### src/rtl/wb_stage.sv
// Write-back stage of the DLX pipeline.
// Selects the ALU result or the returned load data and commits it to the register-file write
// port. A load waits for the data-memory handshake, and a big-endian sub-word is extracted and
// sign- or zero-extended. The pipeline is stalled while a load is outstanding, and the load is
// abandoned after MAX_WAIT cycles.
//
// Ports:
//   clk, reset_n        clock (rising edge), asynchronous active-low reset
//   d_data_valid        data memory read data valid this cycle
//   d_data_read         data memory read data
//   d_load_enable_WB    instruction in WB is a load
//   load_size_WB        00 byte, 01 halfword, 10/11 word
//   load_signed_WB      sign-extend (1) or zero-extend (0) sub-word loads
//   addr_lo_WB          low two bits of the load address
//   ALU_out_WB          ALU result for non-load instructions
//   reg_write_WB        instruction writes Rd
//   Rd_WB               destination register
//   stall_WB            hold PC and upstream pipeline registers
//   rf_we/rf_waddr/rf_wdata  registered register-file write port
//   ALU_out_WB_backward, Rd_WB_backward  WB->EX forwarding path
//   err_misaligned, err_timeout          sticky error flags
module wb_stage #(
    parameter int unsigned MAX_WAIT = 16,
    parameter int unsigned CNT_W    = 5
) (
    input  logic        clk,
    input  logic        reset_n,
    input  logic        d_data_valid,
    input  logic [31:0] d_data_read,
    input  logic        d_load_enable_WB,
    input  logic [1:0]  load_size_WB,
    input  logic        load_signed_WB,
    input  logic [1:0]  addr_lo_WB,
    input  logic [31:0] ALU_out_WB,
    input  logic        reg_write_WB,
    input  logic [4:0]  Rd_WB,
    output logic        stall_WB,
    output logic        rf_we,
    output logic [4:0]  rf_waddr,
    output logic [31:0] rf_wdata,
    output logic [31:0] ALU_out_WB_backward,
    output logic [4:0]  Rd_WB_backward,
    output logic        err_misaligned,
    output logic        err_timeout
);

    typedef enum logic [0:0] {StIdle, StWait} state_e;

    state_e           state_q, state_d;
    logic [CNT_W-1:0] cnt_q, cnt_d;

    logic        misaligned;
    logic        timeout_hit;
    logic [7:0]  byte_sel;
    logic [15:0] half_sel;
    logic [31:0] load_data;

    logic        stall;
    logic        commit;
    logic [31:0] commit_data;
    logic        set_mis;
    logic        set_to;

    assign misaligned = d_load_enable_WB &&
                        ((load_size_WB == 2'b01 && addr_lo_WB[0]) ||
                         (load_size_WB[1] && addr_lo_WB != 2'b00));

    assign timeout_hit = (state_q == StWait) && !d_data_valid &&
                         (cnt_q == CNT_W'(MAX_WAIT));

    // Big-endian sub-word extraction.
    always_comb begin
        byte_sel = d_data_read[31:24];
        unique case (addr_lo_WB)
            2'b00: byte_sel = d_data_read[31:24];
            2'b01: byte_sel = d_data_read[23:16];
            2'b10: byte_sel = d_data_read[15:8];
            2'b11: byte_sel = d_data_read[7:0];
            default: byte_sel = d_data_read[31:24];
        endcase
        half_sel = addr_lo_WB[1] ? d_data_read[15:0] : d_data_read[31:16];
        case (load_size_WB)
            2'b00:   load_data = {{24{load_signed_WB & byte_sel[7]}}, byte_sel};
            2'b01:   load_data = {{16{load_signed_WB & half_sel[15]}}, half_sel};
            default: load_data = d_data_read;
        endcase
    end

    // State register.
    always_ff @(posedge clk or negedge reset_n) begin
        if (!reset_n) begin
            state_q <= StIdle;
            cnt_q   <= '0;
        end else begin
            state_q <= state_d;
            cnt_q   <= cnt_d;
        end
    end

    // Next-state logic.
    always_comb begin
        state_d = state_q;
        cnt_d   = cnt_q;
        case (state_q)
            StIdle: begin
                if (d_load_enable_WB && !misaligned && !d_data_valid) begin
                    state_d = StWait;
                    cnt_d   = CNT_W'(1);
                end
            end
            StWait: begin
                if (d_data_valid || timeout_hit) begin
                    state_d = StIdle;
                    cnt_d   = '0;
                end else begin
                    cnt_d = cnt_q + CNT_W'(1);
                end
            end
            default: begin
                state_d = StIdle;
                cnt_d   = '0;
            end
        endcase
    end

    // Output logic.
    always_comb begin
        stall       = 1'b0;
        commit      = 1'b0;
        commit_data = load_data;
        set_mis     = 1'b0;
        set_to      = 1'b0;
        case (state_q)
            StIdle: begin
                if (d_load_enable_WB) begin
                    if (misaligned) begin
                        set_mis = 1'b1;
                    end else if (d_data_valid) begin
                        commit = reg_write_WB;
                    end else begin
                        stall = 1'b1;
                    end
                end else begin
                    commit      = reg_write_WB;
                    commit_data = ALU_out_WB;
                end
            end
            StWait: begin
                if (d_data_valid) begin
                    commit = reg_write_WB;
                end else if (timeout_hit) begin
                    set_to = 1'b1;
                end else begin
                    stall = 1'b1;
                end
            end
            default: ;
        endcase
        // Writes to r0 are dropped entirely.
        if (Rd_WB == 5'd0) begin
            commit = 1'b0;
        end
    end

    // Gated so that stall reads low throughout reset, even with a load presented.
    assign stall_WB = stall & reset_n;

    always_ff @(posedge clk or negedge reset_n) begin
        if (!reset_n) begin
            rf_we          <= 1'b0;
            rf_waddr       <= '0;
            rf_wdata       <= '0;
            err_misaligned <= 1'b0;
            err_timeout    <= 1'b0;
        end else begin
            rf_we <= commit;
            if (commit) begin
                rf_waddr <= Rd_WB;
                rf_wdata <= commit_data;
            end
            if (set_mis) err_misaligned <= 1'b1;
            if (set_to)  err_timeout    <= 1'b1;
        end
    end

    assign ALU_out_WB_backward = rf_wdata;
    assign Rd_WB_backward      = rf_we ? rf_waddr : 5'd0;

endmodule

### config.mk
export PLATFORM = sky130hd
export DESIGN_NAME = wb_stage
export DESIGN_NICKNAME = d
export VERILOG_FILES = /design/src/rtl/wb_stage.sv
export SDC_FILE = /design/constraint.sdc
export NUM_CORES = 1
export LEC_CHECK = 0
export ABC_AREA = 1
export ABC_CLOCK_PERIOD_IN_PS = 2790
export CORE_MARGIN = 2
export CORE_UTILIZATION = 40
export CTS_BUF_LIST = sky130_fd_sc_hd__clkbuf_4 sky130_fd_sc_hd__clkbuf_8 sky130_fd_sc_hd__clkbuf_16
export DETAILED_ROUTE_END_ITERATION = 12
export PLACE_DENSITY = 0.79
export SYNTH_ARGS = -nofsm -noshare
export SYNTH_HDL_FRONTEND = slang
export SYNTH_SLANG_ARGS = --single-unit
### constraint.sdc
create_clock -name clk -period 2.79 [get_ports clk]
set_clock_uncertainty 0.05 [all_clocks]
set_input_delay 0.558 -clock clk [delete_from_list [all_inputs] [get_ports clk]]
set_output_delay 0.558 -clock clk [all_outputs]
set_load 0.1 [all_outputs]
==> impl_metrics.tcl <==
set metrics [dict create \
    io_buffers 156 \
    arrival_ps 2020 \
    ys_seq_area_share_pct 35.8 \
    setup_tns_ps 0 \
    drc 0 \
    worst_pin_slew_ps 611 \
    ys_types 29 \
    clk_latency_ps 300 \
    synth_area_leader_cell "dfrtp_1" \
    drv_cap 0 \
    drtIter0Drc 268 \
    start_util_pct 41.4 \
    die_w_um 93.7 \
    pwr-share-seq_pct 20.9 \
    syn_to_final_growth_pct 41.8 \
    synth_nets 559 \
    start_kind "primary input" \
    grt_pass1_wl_um 15600 \
    syn_avg_cell_area_um2 6.73 \
    postCtsSetupBuffers 0 \
    slew_headroom_pct 59.2 \
    power.internal_w 0.00174 \
    layout-drive-gt1-share_pct 20.2 \
    synthArstFlopShare_pct 100 \
    antennaDiodeCount 0 \
    setup_viol 0 \
    htreeDepth 2 \
    postLayoutCellArea_um2 4560 \
    leakage_nw 2.40 \
    cts_hold_buffers 0 \
    antenna_found_initial 0 \
    clock-sinks 46 \
    pwr-share-comb_pct 68.0 \
    synth_edf_count 0 \
    tritoncts "done" \
    clkTransAtPathRegs_ps 90 \
    vias_per_cell 4.93 \
    clkPwrFrac_pct 11.1 \
    grt_util_all_layers_pct 22.3 \
    wire_per_inst_um 14.3 \
    cts_resized 0 \
    fin_crit_ps 2630 \
    dieHeight_um 93.7 \
    dpl-instance-area_um2 4450 \
    end_kind "output port" \
    vias 3455 \
    synth_ff_type "dfrtp_1" \
    fin_crit_sh_pct 94.1 \
    netlist_area_um2 3220 \
    rows 32 \
    grt_setup_unrepaired "false" \
    p_sw_w 0.00296 \
    core_area_um2 7770 \
    cts_made_buffers 5 \
    vdd_drop_max_uv 499 \
    synth_top_cell_area_share_pct 35.8 \
    final_util_pct 58.7 \
    grt_pass1_vias 3173 \
    grt_max_degree 47 \
    path_class "in -> out" \
    io_pins 157 \
    synth_area_leaders "dfrtp_1 (36%), nand2_1 (20%), buf_4 (8.2%), nand3_1 (6.4%), nor2_1 (5.5%)" \
    hold_viol 0 \
    critical_path_peak_fanout 4 \
    yosys_warnings 0 \
    switching_share_pct 63.0 \
    routed_wl_um 10000 \
    place.gp.congestion 0.934 \
    min_path_type "in -> async" \
    clock_path_buffers 2 \
    fmax_mhz 381 \
    ys_ff_latch 46 \
    slew_viol_final 0 \
    outcome "complete, no violations" \
    grt_overflow_total 0 \
    cp.required_ps 2180 \
    nNetsFinal 679 \
    dr.pass1.iters 5 \
    syn_inst 478 \
    cts_root_buf "clkbuf_8" \
    hpwl_um 7620 \
    pwr_density_cell_nw_per_um2 1030 \
    drtAntennaViolNets 0 \
    dieArea_um2 8770 \
]
-- cells in the final DEF, fill, tap and decap left out --
cell,n
a21boi_0,1
a21boi_2,1
a21oi_1,31
a22oi_1,3
a31o_2,1
buf_12,2
buf_2,1
buf_4,87
bufinv_16,1
clkbuf_8,5
clkdlybuf4s50_1,77
clkinv_2,1
dfrtp_1,46
ha_1,2
inv_1,28
inv_2,2
inv_6,1
nand2_1,173
nand2_2,2
nand3_1,41
nand3_2,1
nand3_4,1
nand4_1,1
nor2_1,47
nor2_2,2
nor2_4,4
nor3_1,1
nor3b_4,1
o21ai_0,18
o21ai_1,5
o31ai_1,2
or2_2,8
xor2_1,2
-- power by group through the flow --
stage                     Clock (W)  Sequential, W  Combinational (W)
after global routing       0.000550        0.00101            0.00331
after detailed placement          0       0.000994            0.00320
after global placement            0       0.000984            0.00318
final                      0.000520       0.000983            0.00320
after floorplan                   0        0.00202            0.00162
after CTS                  0.000530       0.000983            0.00321
-- stage by stage --
| stage | total power (W) | std cells | hold WS [ps] | worst slack [ps] |
|---|---|---|---|---|
| after floorplan | 0.00364 | 478 | 212 | 195 |
| after global placement | 0.00416 | 693 | 422 | 222 |
| after detailed placement | 0.00420 | 693 | 431 | 169 |
| after CTS | 0.00472 | 701 | 359 | 157 |
| after global routing | 0.00487 | 701 | 380 | 79.4 |
| final | 0.00470 | 701 | 325 | 164 |
-- critical path: stages --
cell and delay (ps):
clkdlybuf4s50_1 440, inv_1 140, nand2_1 100, nand2_2 80, inv_1 40, nor2_1 130
inv_1 100, nor3b_4 230, buf_12 200
-- final timing paths --
path	cells after the start	endpoint	startpoint	slack (ps)
max in group asynchronous	2	ALU_out_WB_backward[15]	reset_n	1950
min	2	err_misaligned	reset_n	330
max reg2reg	8	ALU_out_WB_backward[9]	state_q	1060
min reg2reg	2	err_timeout	err_timeout	450
max	9	stall_WB	addr_lo_WB[0]	160
min in group clk	2	err_timeout	err_timeout	450
-- layer usage --
| layer | wire length (um) | GRT usage, % |
|---|---|---|
| met1 | 4290 | 29.0 |
| met2 | 4870 | 39.1 |
| met3 | 742 | 3.69 |
| met4 | 122 | 4.59 |
| met5 | 0 | 0 |
-- registers in the layout, indices dropped and copies added (netlist names) --
name,flops
rf_waddr,5
err_timeout,1
ALU_out_WB_backward,32
rf_we,1
cnt_q,5
err_misaligned,1
state_q,1
-- area by class of cell --
class | instances | area (um2)
clock inverters | 3 | 43.8
inverters | 30 | 113
repair buffers | 167 | 1470
flip-flops and latches | 46 | 1150
well taps | 102 | 128
fillers | 750 | 3210
multi-input cells | 348 | 1590
clock buffers | 5 | 68.8
-- cell usage after synthesis, types with 2 or more instances --
library cell	count
a21oi_1	31
a22oi_1	3
buf_2	10
buf_4	35
buf_6	4
clkbuf_1	5
dfrtp_1	46
ha_1	2
inv_1	28
inv_2	2
nand2_1	173
nand2_2	2
nand3_1	41
nor2_1	47
nor2_2	2
nor2_4	4
o21ai_0	18
o21ai_1	5
o31ai_1	2
or2_2	8
xor2_1	2
-- logic make-up (layout without fill, tap and decap cells) --
logic type / after synthesis / count (layout) / synth area share (%)
AOI/OAI and AO/OA: 62 / 62 / 10.4
xor gates and xnor gates: 2 / 2 / 0.545
adders and majority gates: 2 / 2 / 0.778
buffers and inverters: 84 / 205 / 15.2
DFF: 46 / 46 / 35.8
and+or+nand+nor: 282 / 282 / 37.2
Note: power is estimated with default switching activity, not from simulation.
